<file path="src/rtl/seg_scan_driver.sv">
// Multiplexed multi-digit 7-segment driver: scans DIGITS nibbles onto one segment bus,
// with ghost blanking, hex glyphs, leading-zero suppression and per-frame input snapshots.
//
// state  | meaning
// BLANK  | all selects and segments off between digits (also the post-reset state)
// DRIVE  | seg_sel[idx] active, segments show the glyph of digit idx
module seg_scan_driver #(
    parameter int DIGITS         = 6,
    parameter int SCAN_DIV       = 50000,
    parameter int BLANK_CYCLES   = 500,
    parameter int HEX_MODE       = 1,
    parameter int SEG_ACTIVE_LOW = 1,
    parameter int SEL_ACTIVE_LOW = 1
) (
    input  logic                  clk,
    input  logic                  rst_n,
    input  logic [4*DIGITS-1:0]   bin_data,
    input  logic [DIGITS-1:0]     dp_in,
    input  logic [DIGITS-1:0]     en_in,
    input  logic                  lz_en,
    output logic [DIGITS-1:0]     seg_sel,
    output logic [7:0]            seg_data,
    output logic                  frame_done
);

    localparam int IDX_W   = (DIGITS > 1) ? $clog2(DIGITS) : 1;
    localparam int CNT_MAX = (SCAN_DIV > BLANK_CYCLES) ? SCAN_DIV : BLANK_CYCLES;
    localparam int CNT_W   = (CNT_MAX > 1) ? $clog2(CNT_MAX) : 1;

    localparam logic [CNT_W-1:0]  DRIVE_LAST = CNT_W'(SCAN_DIV - 1);
    localparam logic [CNT_W-1:0]  BLANK_LAST = CNT_W'((BLANK_CYCLES > 0) ? BLANK_CYCLES - 1 : 0);
    localparam logic [IDX_W-1:0]  LAST_IDX   = IDX_W'(DIGITS - 1);
    localparam logic [DIGITS-1:0] SEL_ONE    = DIGITS'(1);
    localparam logic [DIGITS-1:0] SEL_IDLE   = (SEL_ACTIVE_LOW != 0) ? {DIGITS{1'b1}} : '0;
    localparam logic [7:0]        SEG_IDLE   = (SEG_ACTIVE_LOW != 0) ? 8'hFF : 8'h00;

    typedef enum logic {ST_BLANK, ST_DRIVE} state_t;

    state_t              r_state;
    state_t              w_state_nxt;
    logic [CNT_W-1:0]    r_cnt;
    logic [CNT_W-1:0]    w_cnt_nxt;
    logic [IDX_W-1:0]    r_idx;
    logic [IDX_W-1:0]    w_idx_nxt;
    logic                w_drive_end;
    logic                w_frame_start;

    logic [4*DIGITS-1:0] r_bin;
    logic [DIGITS-1:0]   r_dp;
    logic [DIGITS-1:0]   r_en;
    logic                r_lz;

    logic [3:0]          w_nib;
    logic                w_dp;
    logic                w_en;
    logic                w_sup;
    logic                w_lead;
    logic [7:0]          w_seg;
    logic [7:0]          w_seg_act;
    logic [DIGITS-1:0]   w_sel_act;

    function automatic logic [6:0] f_glyph(input logic [3:0] nib);
        logic [6:0] g;
        case (nib)
            4'h0: g = 7'b0111111;
            4'h1: g = 7'b0000110;
            4'h2: g = 7'b1011011;
            4'h3: g = 7'b1001111;
            4'h4: g = 7'b1100110;
            4'h5: g = 7'b1101101;
            4'h6: g = 7'b1111101;
            4'h7: g = 7'b0000111;
            4'h8: g = 7'b1111111;
            4'h9: g = 7'b1101111;
            4'hA: g = 7'b1110111;
            4'hB: g = 7'b1111100;
            4'hC: g = 7'b0111001;
            4'hD: g = 7'b1011110;
            4'hE: g = 7'b1111001;
            default: g = 7'b1110001;
        endcase
        if (HEX_MODE == 0 && nib > 4'd9) begin
            g = 7'b0000000;
        end
        return g;
    endfunction

    always_ff @(posedge clk or negedge rst_n) begin
        if (!rst_n) begin
            r_state <= ST_BLANK;
            r_cnt   <= '0;
            r_idx   <= '0;
        end else begin
            r_state <= w_state_nxt;
            r_cnt   <= w_cnt_nxt;
            r_idx   <= w_idx_nxt;
        end
    end

    always_comb begin
        w_state_nxt = r_state;
        w_cnt_nxt   = r_cnt + CNT_W'(1);
        w_idx_nxt   = r_idx;
        w_drive_end = (r_state == ST_DRIVE) && (r_cnt == DRIVE_LAST);
        case (r_state)
            ST_BLANK: begin
                if (BLANK_CYCLES == 0 || r_cnt == BLANK_LAST) begin
                    w_state_nxt = ST_DRIVE;
                    w_cnt_nxt   = '0;
                end
            end
            default: begin
                if (w_drive_end) begin
                    w_cnt_nxt   = '0;
                    w_idx_nxt   = (r_idx == LAST_IDX) ? '0 : r_idx + IDX_W'(1);
                    w_state_nxt = (BLANK_CYCLES == 0) ? ST_DRIVE : ST_BLANK;
                end
            end
        endcase
    end

    // Snapshot must land before the first glyph of digit 0 is registered;
    // without blanking that is the edge leaving the last digit of the previous frame.
    assign w_frame_start = (r_state == ST_BLANK && r_idx == '0 && r_cnt == '0) ||
                           (BLANK_CYCLES == 0 && w_drive_end && r_idx == LAST_IDX);

    always_ff @(posedge clk or negedge rst_n) begin
        if (!rst_n) begin
            r_bin <= '0;
            r_dp  <= '0;
            r_en  <= '0;
            r_lz  <= 1'b0;
        end else if (w_frame_start) begin
            r_bin <= bin_data;
            r_dp  <= dp_in;
            r_en  <= en_in;
            r_lz  <= lz_en;
        end
    end

    // w_lead stays set while every nibble from the top down to i is zero
    always_comb begin
        w_nib  = '0;
        w_dp   = 1'b0;
        w_en   = 1'b0;
        w_sup  = 1'b0;
        w_lead = 1'b1;
        for (int i = DIGITS - 1; i >= 0; i--) begin
            w_lead = w_lead & (r_bin[4*i +: 4] == 4'd0);
            if (r_idx == IDX_W'(i)) begin
                w_nib = r_bin[4*i +: 4];
                w_dp  = r_dp[i];
                w_en  = r_en[i];
                w_sup = r_lz && w_lead && (i != 0);
            end
        end
    end

    assign w_seg     = w_en ? {w_dp, (w_sup ? 7'd0 : f_glyph(w_nib))} : 8'd0;
    assign w_seg_act = (r_state == ST_DRIVE) ? w_seg : 8'd0;
    assign w_sel_act = (r_state == ST_DRIVE) ? (SEL_ONE << r_idx) : '0;

    always_ff @(posedge clk or negedge rst_n) begin
        if (!rst_n) begin
            seg_sel    <= SEL_IDLE;
            seg_data   <= SEG_IDLE;
            frame_done <= 1'b0;
        end else begin
            seg_sel    <= w_sel_act ^ SEL_IDLE;
            seg_data   <= w_seg_act ^ SEG_IDLE;
            frame_done <= w_drive_end && (r_idx == LAST_IDX);
        end
    end

endmodule

</file>
<file path="config.mk">
export PLATFORM = sky130hd
export DESIGN_NAME = seg_scan_driver
export DESIGN_NICKNAME = d
export VERILOG_FILES = /design/src/rtl/seg_scan_driver.sv
export SDC_FILE = /design/constraint.sdc
export NUM_CORES = 1
export LEC_CHECK = 0
export CORE_MARGIN = 5
export CORE_UTILIZATION = 45
export DETAILED_ROUTE_END_ITERATION = 7
export DONT_BUFFER_PORTS = 1
export PLACE_DENSITY = 0.61
export SETUP_SLACK_MARGIN = 0.3
export SYNTH_ARGS = -nofsm -noshare
export SYNTH_HDL_FRONTEND = slang
export SYNTH_SLANG_ARGS = --single-unit
</file>
<file path="constraint.sdc">
create_clock -name clk -period 3.37 [get_ports clk]
set_input_delay 1.011 -clock clk [delete_from_list [all_inputs] [get_ports clk]]
set_output_delay 1.011 -clock clk [all_outputs]
set_load 0.03 [all_outputs]
</file>
After elaboration in Yosys (flattened, before gate mapping)
Memories as Yosys holds them, arrays and structs flattened.
Cells that the tools add are included.
{"block": "totals", "output_inout_bits": 15, "mem_bits_ro": 112, "register_bits": 72, "n_memories": 1, "word_cells": 80, "inputBits": 39}
{"block": "op_classes", "bitwise": 7, "n_reduce_logical": 17, "mux": 35, "n_addsub": 2, "eq_ne": 7, "shift": 1}
{"memory": "(no name shown)", "depth": 16, "width": 7, "rd": 1, "rd_clocked_by_memory_dff": 0, "wr": 0, "line_no": "64", "text": "case (nib)"}
{"cell": "2-to-1 mux 16 bit", "count": 3}
{"cell": "2-to-1 mux 4 bit", "count": 6}
{"cell": "2-to-1 mux 1 bit", "count": 21}
{"cell": "zero test 4 bit", "count": 5}
{"cell": "adder 16 x 1 -> 16 bit, second input constant", "count": 1}
{"cell": "== test 16 bit, second input constant", "count": 1}
{"cell": "== test 16 x 9 -> 1 bit, second input constant", "count": 1}
{"cell": "zero test 16 bit", "count": 1}
{"cell": "2-to-1 mux 8 bit", "count": 2}
{"cell": "logical AND 1 bit", "count": 9}
{"cell": "inverter 8 bit", "count": 1}
{"cell": "2-to-1 mux 7 bit", "count": 1}
{"cell": "== test 3 x 2 -> 1 bit, second input constant", "count": 2}
{"cell": "== test 3 bit, second input constant", "count": 2}
{"cell": "2-to-1 mux 6 bit", "count": 1}
{"cell": "inverter 6 bit", "count": 1}
{"cell": "left shift 1 x 3 -> 6 bit, first input constant", "count": 1}
{"cell": "AND 1 bit", "count": 4}
{"cell": "adder 3 x 1 -> 3 bit, second input constant", "count": 1}
{"cell": "== test 3 x 1 -> 1 bit, second input constant", "count": 1}
{"cell": "zero test 3 bit", "count": 1}
{"cell": "2-to-1 mux 3 bit", "count": 1}
{"cell": "AND reduction 2 bit", "count": 1}
{"cell": "inverter 1 bit", "count": 1}

Logic depth before layout (Yosys ltp)
Gate-level depths: netlist of run 1.
{"block": "depth", "ltp_word": 12, "depth_mapped": 13, "mapped_depth_nobuf": 11}

Worst setup path before layout of run 1
OpenSTA, ideal clock, no wires.
{"block": "synth_path", "path_kind": "register to register", "from": "register r_idx[1]", "to": "register seg_data[3]", "path_stages_with_launch": 13, "period_less_slack_ns": 2.721, "arrival_time_ns": 2.622, "required_time_ns": 3.271, "path_slack_ns": 0.649, "setup_time_ns": 0.099, "cell_sequence": "dfrtp_1 -> clkbuf_1 -> clkbuf_1 -> nand2_1 -> inv_1 -> ha_1 -> clkbuf_1 -> a221o_1 -> a21oi_1 -> inv_1 -> ha_1 -> a221oi_1 -> o31ai_1"}
{"block": "synth_via", "elab_chain_len": 12}
{"element": "start, declared", "line_no": "43", "text": "logic [IDX_W-1:0] r_idx;"}
{"element": "start signal, assigned", "line_no": "96", "text": "r_idx <= w_idx_nxt;"}
{"element": "== test 3 bit", "line_no": "150", "text": "if (r_idx == IDX_W'(i)) begin"}
{"element": "2-to-1 mux 4 bit (6 in series)", "line_no": "150"}
{"element": "memory read (16 x 7 bit)"}
{"element": "2-to-1 mux 7 bit", "line_no": "159", "text": "assign w_seg = w_en ? {w_dp, (w_sup ? 7'd0 : f_glyph(w_nib))} : 8'd0;"}
{"element": "2-to-1 mux 8 bit (*)", "line_no": "159"}
{"element": "2-to-1 mux 8 bit (*)", "line_no": "160", "text": "assign w_seg_act = (r_state == ST_DRIVE) ? w_seg : 8'd0;"}
{"element": "inverter 8 bit (no line) (*)"}
{"element": "end signal, assigned", "line_no": "170", "text": "seg_data <= w_seg_act ^ SEG_IDLE;"}
{"element": "end, declared", "line_no": "22", "text": "output logic [7:0] seg_data,"}
Every way passes the cells marked *; elsewhere a longest branch is shown, timed or not.
A chain may end at the register's enable or synchronous reset.

Worst setup path in the final report of run 1
{"block": "layout_path", "from": "register r_idx[2]", "to": "register seg_data[3]"}
Same word-level chain as after synthesis.

==> results of run 1 <==
[registers in the layout (all words and copies together), names as in the netlist]
register,count
seg_data,8
r_state,1
r_idx,3
frame_done,1
seg_sel,6
r_bin,24
r_en,6
r_lz,1
r_cnt,16
r_dp,6
[per-stage QoR]
stage          setup WS (ns)  cell area (um^2)
3_5_place_dp           0.580              3850
6_report               0.684              4030
5_1_grt                0.457              4030
4_1_cts                0.577              4030
2_1_floorplan          0.649              3800
3_3_place_gp           0.727              3850
[worst reg2reg max path, stage by stage (launching register included)]
cell      delay (ns)
dfrtp_1         0.38
inv_1           0.18
ha_2            0.38
nor3b_1         0.12
a221o_1         0.31
a21oi_1         0.44
inv_1           0.12
ha_1            0.26
a221oi_1        0.27
o31ai_1         0.13
[cells in the mapped netlist, drive strengths merged, types with 5 or more instances]
cell	count
xor2	5
xnor2	10
mux2i	10
o21ai	5
clkbuf	6
ha	9
and3	9
mux2	41
nand2	15
nand2b	6
nand3	11
buf	10
a21oi	5
inv	9
nor2	22
dfstp	14
dfrtp	58
and2	5
nor4	9
[kinds of logic after synthesis]
| logic type | after synthesis | synth area share |
|---|---|---|
| AOI/OAI and AO/OA | 42 | 0.0830 |
| xor gates and xnor gates | 15 | 0.0346 |
| muxes | 51 | 0.178 |
| buffers and inverters | 25 | 0.0405 |
| adders and majority gates | 9 | 0.0296 |
| DFF | 72 | 0.479 |
| and+or+nand+nor | 102 | 0.156 |
[layer usage]
layer / wire [um] / vias to the layer above
met5: 0 / -
met4: 90 / 0
met3: 498 / 10
met2: 3380 / 58
met1: 3990 / 1187
li1: - / 1143
[report_power, final]
part	switching [mW]	total [mW]	internal [mW]
Sequential	0.0203	0.907	0.887
Combinational	0.0269	0.0699	0.0430
Clock	0.316	0.622	0.306
[cell type report]
class                   instances  area [um^2]
multi-input cells             219         1830
clock inverters                 3         17.5
flip-flops and latches         72         1820
fillers                       754         4190
repair buffers                  4         42.5
clock buffers                  13          159
inverters                       9         33.8
well taps                     105          131
[how the worst max path moves through the flow]
| stage | startpoint | endpoint | slack, ns |
|---|---|---|---|
| 2_1_floorplan | r_idx[1] | seg_data[3] | 0.65 |
| 3_3_place_gp | r_idx[2] | seg_data[3] | 0.73 |
| 3_5_place_dp | r_idx[2] | seg_data[3] | 0.58 |
| 4_1_cts | r_idx[2] | seg_data[3] | 0.58 |
| 5_1_grt | r_idx[2] | seg_data[3] | 0.46 |
| 6_report | r_idx[2] | seg_data[3] | 0.68 |
==> out/results.tsv, run 1 <==
metric	value	unit
status	finished, final reports clean	
ys.flop_type	dfrtp_1	
min_period	2.69	ns
grt_busiest_layer	met1	
num_vias	2398	
cp_max_fo	14	
clock_latency	0.35	ns
ys_warn_count	0	
cp_slowest_cell	a21oi_1	
holdWs	0.362	ns
synth_cells	316	
crit_family	compound AO/OA/AOI/OAI gates	
area_growth	6.13	%
syn-num-nets	364	
cp_cell_sequence	inv_1 -> ha_2 -> nor3b_1 -> a221o_1 -> a21oi_1 -> inv_1 -> ha_1 -> a221oi_1 -> o31ai_1	
grt_usage	0.161	
fin_util	0.491	
diodes	0	
clk_pin_slew	0.07	ns
crit_buf_inv	2	
hpwl	5530	um
r2r-end	seg_data[3]	
chipHeight	102	um
die-width	102	um
cap_violations	0	
cp-end-kind	flop	
synthTopCellsByArea	dfrtp_1, mux2_4, dfstp_2, mux2_2, ha_1	
mostFrequentLayoutCells	dfrtp_1, mux2_4, nor2_1, nand2_1, dfstp_2	
finalHoldViolations	0	
async_reset_ff_frac	1.00	
syn_area_per_cell	12.0	um^2
powerDensity	397	nW/um^2
drtPass1Iterations	5	
synth_sequential_area_ratio	0.479	
maxSlewViolCount	0	
routed_wl	7960	um
yosys_register_bits	72	
rsz0062_at_grt	no	
rows	33	
wl_per_cell	18.7	um
grt_use_met1	0.238	
antenna_found_initial	0	
fmax	372	MHz
dieArea	10400	um^2
crit_arrival	2.93	ns
r2r-start	r_idx[2]	
grt_max_degree	73	
synth-edff-count	0	
required	3.61	ns
hp-class	primary input to async pin	
final_common_cell	dfrtp_1	
io_pins	54	
layout-drive-gt1-share	0.263	
h-tree-depth	3	
synth.distinct_cells	55	
critPathMostFrequentCell	inv_1	
overflow	0	
fin_tns_setup	0	ns
cts.sink_count	72	
r2r_slack	0.68	ns
crit_type	flop to flop	
synth_top_area_frac	0.382	
io_buffer_count	0	
worst_pin_slew	0.627	ns
drc_errors	0	
yosys.area.top_type	dfrtp_1	
cts_tree	done	
initial_core_util	0.462	
grtUsageMet3	0.0628	
ant_nets	0	
start_kind	flop	
slowest_delay	0.44	ns
drt_iter0_drc	108	
crit_cells	9	
slew_headroom	0.581	
globalRouteMet2Util	0.223	
cts_root_buf	clkbuf_8	
leakage	1.70	nW
reg2reg_depth	9	
cts_resized	0	
grt_pass1_wl	12900	um
nets	363	
cts_buffers	9	
first_global_vias	2447	
power.total	1.60	mW
vias_per_cell	5.64	
synth_area	3800	um^2
instances_no_fill	425	
setup_violations	0	
cts_hold_buffers	0	
post_cts_buffers	0	
period_share	0.797	
ir_drop	0.177	mV
globalplace.congestion	0.847	
design.core.area	8220	um^2
dp_cells	409	
max-clock-path-buffers	2	
fin_skew	0.00936	ns
Power figures use the tool's default switching activity.
==> run 2: changes to the inputs <==
clock period = 2.6 ns   (was 3.37 ns; I/O delays follow)
==> run 2 against run 1 <==
Net effect:
- first-iteration DRC count grew 18%
- sequential cell count stayed put
- critical path depth down 2
- maximum frequency rose by 18%
- sequential share of layout area down 2.8 points
- hold slack lost 0.25 ns
- clock power increased by 41%
- combinational power increased by 49%
- final area up 6.6%
==> out/results.tsv, run 2 (synthesis results as in run 1) <==
metric	value	unit	change
status	finished, final reports clean		unchanged
cp_max_fo	6		was 14
leakage	1.81	nW	was 1.70 nW
cts_tree	done		unchanged
slew_headroom	0.596		was 0.581
max-clock-path-buffers	2		unchanged
rows	33		unchanged
wl_per_cell	19.0	um	was 18.7 um
start_kind	flop		unchanged
powerDensity	501	nW/um^2	was 397 nW/um^2
maxSlewViolCount	0		unchanged
cap_violations	0		unchanged
chipHeight	102	um	unchanged
drt_iter0_drc	127		was 108
antenna_found_initial	0		unchanged
min_period	2.27	ns	was 2.69 ns
clk_pin_slew	0.08	ns	was 0.07 ns
r2r_slack	0.33	ns	was 0.68 ns
cts_buffers	9		unchanged
hpwl	5640	um	was 5530 um
fin_skew	0.0116	ns	was 0.00936 ns
die-width	102	um	unchanged
grt_usage	0.166		was 0.161
fmax	441	MHz	was 372 MHz
num_vias	2498		was 2398
overflow	0		unchanged
drc_errors	0		unchanged
finalHoldViolations	0		unchanged
fin_tns_setup	0	ns	unchanged
mostFrequentLayoutCells	dfrtp_1, mux2_4, nor2_1, nand2_1, dfstp_2		unchanged
first_global_vias	2503		was 2447
period_share	0.873		was 0.797
ir_drop	0.232	mV	was 0.177 mV
fin_area	4300	um^2	was 4030 um^2
initial_core_util	0.462		unchanged
h-tree-depth	3		unchanged
nets	377		was 363
io_buffer_count	0		unchanged
rsz0062_at_grt	yes		was no
design.core.area	8220	um^2	unchanged
cts.sink_count	72		unchanged
setup_violations	0		unchanged
layout-drive-gt1-share	0.344		was 0.263
routed_wl	8350	um	was 7960 um
required	2.86	ns	was 3.61 ns
dieArea	10400	um^2	unchanged
clock_latency	0.35	ns	about the same
globalplace.congestion	0.855		was 0.847
crit_arrival	2.52	ns	was 2.93 ns
fillers	736		was 754
drtPass1Iterations	4		was 5
grt_pass1_wl	13300	um	was 12900 um
largest_registers	r_bin x24, r_cnt x16, seg_data x8		unchanged
vias_per_cell	5.69		was 5.64
cp-end-kind	flop		unchanged
grt_max_degree	73		unchanged
top_register	r_bin		unchanged
hp-class	primary input to async pin		unchanged
ant_nets	0		unchanged
final_common_cell	dfrtp_1		unchanged
diodes	0		unchanged
worst_pin_slew	0.600	ns	was 0.627 ns
largest_reg_flops	24		unchanged
area_growth	13.1	%	was 6.13%
postPlaceCellArea	3930	um^2	was 3850 um^2
cts_root_buf	clkbuf_8		unchanged
crit_type	flop to flop		unchanged
cts_hold_buffers	0		unchanged
io_pins	54		unchanged
==> run 2: path summary, 6_finish.rpt <==
kind	from	end	cells after the start
hold reg to reg	r_cnt[0]	r_cnt[0]	1
setup / recovery	r_idx[0]	seg_data[0]	7
max in group asynchronous	rst_n	seg_data[1]	0
min in group clk	r_cnt[0]	r_cnt[0]	1
hold / removal	rst_n	r_bin[20]	0
setup reg to reg	r_idx[0]	seg_data[0]	7
==> run 2: metrics by stage <==
step / utilization / hold slack [ns] / setup WS, ns / power, mW / std cells
after floorplan: - / 0.447 / 0.236 / 1.27 / 316
after global placement: 0.479 / 0.482 / 0.307 / 1.29 / 412
after detailed placement: 0.479 / 0.488 / 0.219 / 1.29 / 412
after CTS: 0.504 / 0.0958 / 0.295 / 2.17 / 428
after global routing: 0.523 / 0.0888 / 0.262 / 2.24 / 439
final: 0.523 / 0.115 / 0.331 / 2.15 / 439
==> run 2: timing repair <==
item	in CTS	in global routing
endpoints found under the setup margin	7	43
gates cloned	0	1
pin swaps	1	6
buffers inserted	0	10
resized for setup	4	14
==> run 2: power by group <==
part           switching (mW)  internal (mW)
registers              0.0258           1.15
logic                  0.0412         0.0632
clock network           0.408          0.466
total                   0.475           1.68
==> run 2: final cells by class <==
| cell class | instances | area, um^2 | share of cell area |
|---|---|---|---|
| well taps | 105 | 131 | 0.0306 |
| multi-input cells | 219 | 1930 | 0.450 |
| clock inverters | 4 | 45.0 | 0.0105 |
| flip-flops and latches | 72 | 1820 | 0.424 |
| inverters | 9 | 36.3 | 0.00844 |
| repair buffers | 18 | 185 | 0.0431 |
| clock buffers | 12 | 145 | 0.0338 |
==> run 2: routing by layer <==
layer	wire length (um)	global-route usage	part of all wire	vias up
met5	0	0	0	-
met4	135	0.0616	0.016	0
met3	597	0.0587	0.071	10
met2	3850	0.237	0.46	66
met1	3770	0.234	0.45	1248
li1	-	-	-	1174
==> run 2: critical path, cell delays in order, from the launching register on <==
cell and delay [ns]:
dfrtp_2 0.45, mux2_2 0.36, a221o_1 0.37, a21oi_4 0.28, inv_2 0.10, ha_2 0.22, a211oi_1 0.24, a32oi_1 0.15
